[config.mk]
export PLATFORM = sky130hd
export DESIGN_NAME = tile_board_controller
export DESIGN_NICKNAME = d
export VERILOG_FILES = /design/src/rtl/tile_pkg.sv /design/src/rtl/tile_frame_timer.sv /design/src/rtl/tile_board_controller.sv
export SDC_FILE = /design/constraint.sdc
export NUM_CORES = 1
export LEC_CHECK = 0
export CAP_MARGIN = 0
export CORE_AREA = 2 2 114 172
export CTS_CLUSTER_SIZE = 20
export DETAILED_ROUTE_END_ITERATION = 8
export DIE_AREA = 0 0 116 174
export GPL_ROUTABILITY_DRIVEN = 1
export MAX_ROUTING_LAYER = met4
export PLACE_DENSITY = 0.84
export SYNTH_ARGS = -nofsm -noshare
export SYNTH_HDL_FRONTEND = slang
export SYNTH_SLANG_ARGS = --single-unit
[constraint.sdc]
create_clock -name clk -period 2.4 [get_ports clk]
set_input_delay 0.48 -clock clk [delete_from_list [all_inputs] [get_ports clk]]
set_output_delay 0.48 -clock clk [all_outputs]
set_load 0.03 [all_outputs]
[src/rtl/tile_pkg.sv]
// Shared tile definitions for the board controller and renderer.
// Tile byte layout: [7:2] RGB colour, [1:0] tile state.
package tile_pkg;

  localparam int NUM_TILES = 16;
  localparam int NUM_PAIRS = 8;

  localparam logic [1:0] ST_MATCHED = 2'b00;
  localparam logic [1:0] ST_HIDDEN  = 2'b01;
  localparam logic [1:0] ST_FACEUP  = 2'b10;

  typedef enum logic [2:0] {
    S_INIT,
    S_FIRST,
    S_SECOND,
    S_COMPARE,
    S_SHOW,
    S_RESOLVE,
    S_DONE
  } boardState_t;

  localparam logic [5:0] PALETTE [0:7] = '{
    6'h03, 6'h0C, 6'h30, 6'h0F,
    6'h33, 6'h3C, 6'h15, 6'h2A
  };

  // Initial byte for a tile: seed-scrambled colour, hidden.
  function automatic logic [7:0] layoutByte(
    input logic [3:0] idx,
    input logic [3:0] seedKey
  );
    logic [3:0] p;
    p = idx ^ seedKey;
    return {PALETTE[p[3:1]], ST_HIDDEN};
  endfunction

endpackage

[src/rtl/tile_frame_timer.sv]
// Counts frame ticks while enabled; done pulses on the
// DISPLAY_FRAMES-th counted tick.
module tile_frame_timer #(
  parameter int DISPLAY_FRAMES = 60
) (
  input  logic clk,
  input  logic resetn,
  input  logic clear,
  input  logic enable,
  input  logic tick,
  output logic done
);

  localparam logic [7:0] LAST = 8'(DISPLAY_FRAMES - 1);

  logic [7:0] cnt;

  assign done = enable & tick & (cnt == LAST);

  // Tick counter, restarted by clear or on completion.
  always_ff @(posedge clk) begin
    if (!resetn || clear) begin
      cnt <= '0;
    end else if (enable && tick) begin
      cnt <= done ? 8'd0 : cnt + 8'd1;
    end
  end

endmodule

[src/rtl/tile_board_controller.sv]
// Game-state engine for the 4x4 tile-matching board:
// tile memory, selection sequencing and match/move counts.
module tile_board_controller
  import tile_pkg::*;
#(
  parameter int DISPLAY_FRAMES = 60
) (
  input  logic       clk,
  input  logic       resetn,
  input  logic       frame_tick,
  input  logic       new_game,
  input  logic [3:0] seed,
  input  logic       sel_valid,
  input  logic [3:0] sel_idx,
  input  logic [3:0] disp_addr,
  output logic [7:0] disp_data,
  output logic [3:0] match_count,
  output logic [7:0] move_count,
  output logic       busy,
  output logic       game_over
);

  boardState_t state;
  logic [7:0]  mem [NUM_TILES];
  logic [3:0]  initIdx;
  logic [3:0]  seedQ;
  logic [3:0]  aIdx;
  logic [3:0]  bIdx;
  logic        matchQ;
  logic [3:0]  matchCount;
  logic [7:0]  moveCount;
  logic        timerDone;
  logic        selOk;
  logic        initWr;
  logic        resWr;
  logic [1:0]  resState;

  assign disp_data   = mem[disp_addr];
  assign match_count = matchCount;
  assign move_count  = moveCount;
  assign busy        = !(state == S_FIRST || state == S_SECOND);
  assign game_over   = (state == S_DONE);

  // A selection lands only on a hidden tile while waiting for one.
  assign selOk = sel_valid && !new_game && !busy
              && (mem[sel_idx][1:0] == ST_HIDDEN);

  assign initWr   = (state == S_INIT);
  assign resWr    = (state == S_RESOLVE) && !new_game;
  assign resState = matchQ ? ST_MATCHED : ST_HIDDEN;

  tile_frame_timer #(
    .DISPLAY_FRAMES(DISPLAY_FRAMES)
  ) uTimer (
    .clk   (clk),
    .resetn(resetn),
    .clear (new_game || state == S_COMPARE),
    .enable(state == S_SHOW && !new_game),
    .tick  (frame_tick),
    .done  (timerDone)
  );

  // Tile memory; resolve writes only the state bits of A and B.
  always_ff @(posedge clk) begin
    for (int i = 0; i < NUM_TILES; i++) begin
      if (!resetn) begin
        mem[i] <= {6'd0, ST_HIDDEN};
      end else if (initWr && initIdx == 4'(i)) begin
        mem[i] <= layoutByte(4'(i), seedQ);
      end else if (resWr && (aIdx == 4'(i) || bIdx == 4'(i))) begin
        mem[i][1:0] <= resState;
      end else if (selOk && sel_idx == 4'(i)) begin
        mem[i][1:0] <= ST_FACEUP;
      end
    end
  end

  // Game sequencer and counters.
  always_ff @(posedge clk) begin
    if (!resetn) begin
      state      <= S_INIT;
      initIdx    <= '0;
      seedQ      <= '0;
      aIdx       <= '0;
      bIdx       <= '0;
      matchQ     <= 1'b0;
      matchCount <= '0;
      moveCount  <= '0;
    end else if (new_game) begin
      state      <= S_INIT;
      initIdx    <= '0;
      seedQ      <= seed;
      matchCount <= '0;
      moveCount  <= '0;
    end else begin
      unique case (state)
        S_INIT: begin
          initIdx <= initIdx + 4'd1;
          if (initIdx == 4'd15) state <= S_FIRST;
        end
        S_FIRST: begin
          if (selOk) begin
            aIdx  <= sel_idx;
            state <= S_SECOND;
          end
        end
        S_SECOND: begin
          if (selOk) begin
            bIdx  <= sel_idx;
            state <= S_COMPARE;
          end
        end
        S_COMPARE: begin
          matchQ <= (mem[aIdx][7:2] == mem[bIdx][7:2]);
          if (moveCount != 8'hFF) moveCount <= moveCount + 8'd1;
          state <= S_SHOW;
        end
        S_SHOW: begin
          if (timerDone) state <= S_RESOLVE;
        end
        S_RESOLVE: begin
          if (matchQ) begin
            matchCount <= matchCount + 4'd1;
            state <= (matchCount == 4'(NUM_PAIRS - 1)) ? S_DONE : S_FIRST;
          end else begin
            state <= S_FIRST;
          end
        end
        S_DONE: state <= S_DONE;
        default: state <= S_INIT;
      endcase
    end
  end

endmodule

==> qor.log <==
[outcome] status finished, violations left
[outcome] violated checks setup timing
[synth] FF+latch count, synth 175
[finish] diode count 0
[synth] yosys synthesis warning count 0
[route] first-pass iteration count of the detailed router 8
[finish] fraction of final layout cells sized beyond drive strength 1 30.4%
[global_route] GRT Residual Overflow 0
[finish] total of fill cells in the finished design 1310
[clock_tree] clock-pin slew on the worst setup and hold paths 0.07 ns
[route] final routed wire length divided by cell count 26.5 um
[power] switching power 1.96 mW
[synth] distinct cell type count after synthesis 58
[power] share of power burned in the clock network 39.0%
[clock_tree] clock latency on the worst-skew pair 0.44 ns
[hold_path] worst min-delay path class reg2reg
[worst_setup_path] critical path launch point mem[15][3]
[floorplan] area of the core region 18800 um2
[global_route] number of antenna violations at the first check in global routing 0
[worst_setup_path] endpoint kind of the worst setup timing path primary output
[placement] setup slack after placement -0.724 ns
[sta] final critical-path share of the clock period 111%
[worst_setup_path] Worst setup SP type flip-flop
[power] combinational fraction of design power 13.2%
[synth] Post-synth ARST share 0%
[synth] post-synthesis compound-gate area fraction 7.55%
[route] post-detailed-route DRC marker count 0
[floorplan] starting density of the core 55.0%
[finish] Synth-to-Final Area Change 23.9%
[synth] most frequently used flop master after synthesis sky130_fd_sc_hd__edfxtp_1
[route] Vias per Instance 6.75
[placement] buffers added on ports 37
[floorplan] chip width 116 um
[worst_setup_path] largest driver fanout on the critical path 2
[sta] Post-Route Skew 0.00937 ns
[sta] RSZ-0062 raised after global routing true
[global_route] overall track demand over capacity in global routing 34.8%
[route] number of nets with antenna violations after detailed routing 0
[synth] dominant cells by area after synthesis sky130_fd_sc_hd__edfxtp_1 37%, sky130_fd_sc_hd__mux4_2 19%, sky130_fd_sc_hd__dfxtp_1 9.1%
[clock_tree] root buffer selected by CTS sky130_fd_sc_hd__clkbuf_16
[clock_tree] clock buffer count from CTS 17
[floorplan] Vert. Die Dim 174 um
[synth] Post-Synthesis Mean Instance Area 12.1 um2
[finish] fraction of the core area covered by cells at the end of the flow 68.1%
[sta] minimum clock period after layout 2.66 ns
[power] leakage power 4.67 nW
[finish] Storage cell area 4790 um2
[sta] total of endpoints with negative setup slack in the final report 11
[finish] net total in the final layout 1035
[hold_path] worst min-delay path startpoint uTimer.cnt[5]
[sta] Worst-Margin Slew 0.771 ns
[floorplan] number of placement rows 62
[clock_tree] clock tree from TritonCTS built
[route] routed wire length 33.8 mm
[floorplan] die footprint 20200 um2
[synth] proportion of netlist area held by the largest area contributor 37.2%
[finish] highest-count cells in the layout ignoring fill and taps 164 x sky130_fd_sc_hd__nor2_1, 128 x sky130_fd_sc_hd__edfxtp_1, 116 x sky130_fd_sc_hd__buf_4, 87 x sky130_fd_sc_hd__mux4_2, 52 x sky130_fd_sc_hd__nand2_1
[power] Sequential Power Share 47.8%
[power] switching power as a share of total power 27.5%
[sta] final count of hold timing violations 0
[global_route] via count of the first global-routing pass 8425
[placement] routability congestion estimate 1.05
[synth] netlist area before placement 10300 um2
[placement] total cell area at the placement stage 11600 um2
[clock_tree] count of clock tree sinks 175
[finish] combined area of the multi-input logic cells 5350 um2
[worst_setup_path] category of the critical setup timing path reg2out
[synth] number of enable-type register cells in the synthesized netlist 128
[synth] fraction of synthesized area in multiplexers 23.0%
[job] number of max-cap violations 0
[synth] post-synthesis net count 889
[finish] most common cell after layout, fill and taps aside sky130_fd_sc_hd__nor2_1
[worst_setup_path] data required time at the worst endpoint 1.92 ns
[synth] cell type contributing the most total cell area after synthesis sky130_fd_sc_hd__edfxtp_1
[global_route] global-route wire length before repair 49.3 mm
[sta] post-route setup TNS -1.33 ns
[sta] fin. max-slew vios 0
[finish] design area 12800 um2
[worst_setup_path] worst endpoint data arrival time 2.18 ns
[power] Power Density 556 nW/um2
[synth] number of instances in the synthesized netlist 857
[synth] xor/xnor cell area share of the yosys netlist 2.04%
[global_route] pin count of the biggest net entering global routing 25
[sta] min setup slack post-route -0.260 ns
[synth] Synth Area in Adders 1.82%
[synth] share of synthesized cell area in and, or, nand and nor gates 16.4%
[clock_tree] clock buffer depth 2
[power] Peak VDD IR 0.436 mV
[synth] sequential-to-total area share from yosys stat 46.3%
[route] routed via count 8587
[synth] combinational family with the most area after synthesis multiplexers
[sta] FMAX 0.376 GHz
[floorplan] I/O pin count 39
[route] drt initial violations 1219
[power] internal power summed over all cells 5.16 mW
[placement] DPL Wire Length 23.3 mm
[sta] Max-slew headroom 48.1%
[clock_tree] number of H-tree levels 4
==> sequential cells by signal, indices dropped and copies added, names as in the netlist, named ones only <==
name	cells
match_count	4
matchQ	1
state	3
bIdx	4
move_count	8
uTimer.cnt	8
aIdx	4
mem	128
seedQ	3
initIdx	4
==> critical path: stages, from the launching register on <==
cell	delay, ns
sky130_fd_sc_hd__edfxtp_1	0.41
sky130_fd_sc_hd__mux4_2	0.64
sky130_fd_sc_hd__mux4_2	0.53
sky130_fd_sc_hd__buf_6	0.16
==> logic make-up after synthesis <==
logic type	after synthesis
fa+ha+maj	15
flops	175
mux	113
compound gates	122
buf+inv	60
simple gates	348
xor+xnor	24
==> Yosys cell counts (16+ instances only) <==
cell type / count
sky130_fd_sc_hd__o21ai_0: 44
sky130_fd_sc_hd__dfxtp_1: 47
sky130_fd_sc_hd__nor2_1: 164
sky130_fd_sc_hd__nor2b_1: 21
sky130_fd_sc_hd__a21oi_1: 24
sky130_fd_sc_hd__nand2_1: 52
sky130_fd_sc_hd__edfxtp_1: 128
sky130_fd_sc_hd__mux4_2: 86
sky130_fd_sc_hd__mux2i_1: 16
sky130_fd_sc_hd__clkbuf_1: 32
sky130_fd_sc_hd__nand2b_1: 23
==> per-stage QoR <==
stage	power, mW	hold slack [ns]	instances
2_1_floorplan	3.91	0.472	857
4_1_cts	7.02	0.537	1252
3_3_place_gp	4.23	0.490	1200
6_report	7.11	0.525	1272
3_5_place_dp	4.27	0.517	1200
5_1_grt	7.27	0.577	1272
==> repair_timing <==
action	CTS	global route
buffers inserted	18	18
cloned	2	2
setup endpoints to repair	27	59
pin swaps	0	4
gates resized for setup	65	28
hold buffers	0	0
==> worst paths after layout <==
path	cells past startpoint	to	slack [ns]
setup / recovery	3	disp_data[3]	-0.26
hold / removal	2	uTimer.cnt[5]	0.52
setup reg to reg	8	matchQ	-0.05
hold reg to reg	2	uTimer.cnt[5]	0.52
==> power by group through the flow <==
stage	logic, mW	clock network, mW	registers [mW]
finish	0.939	2.78	3.40
global route	0.970	2.89	3.40
CTS	0.870	2.76	3.39
detailed placement	0.806	0	3.46
global placement	0.781	0	3.45
floorplan	0.481	0	3.42
==> area by class of cell <==
type	instances	area share, %
clock buffers	17	3.33
clock inverters	15	1.27
inverters	9	0.264
multi-input cells	623	41.8
flip-flops and latches	175	37.4
well taps	256	2.50
repair buffers	177	13.4
==> routing by layer <==
| metal | wire length (um) | up-vias | global-route usage [%] |
|---|---|---|---|
| li1 | - | 3565 | - |
| met1 | 10200 | 4108 | 35.6 |
| met2 | 16900 | 684 | 55.6 |
| met3 | 3540 | 230 | 11.2 |
| met4 | 3140 | 0 | 24.2 |
| met5 | 0 | - | - |
No activity file was read; power rests on OpenSTA's default activity.
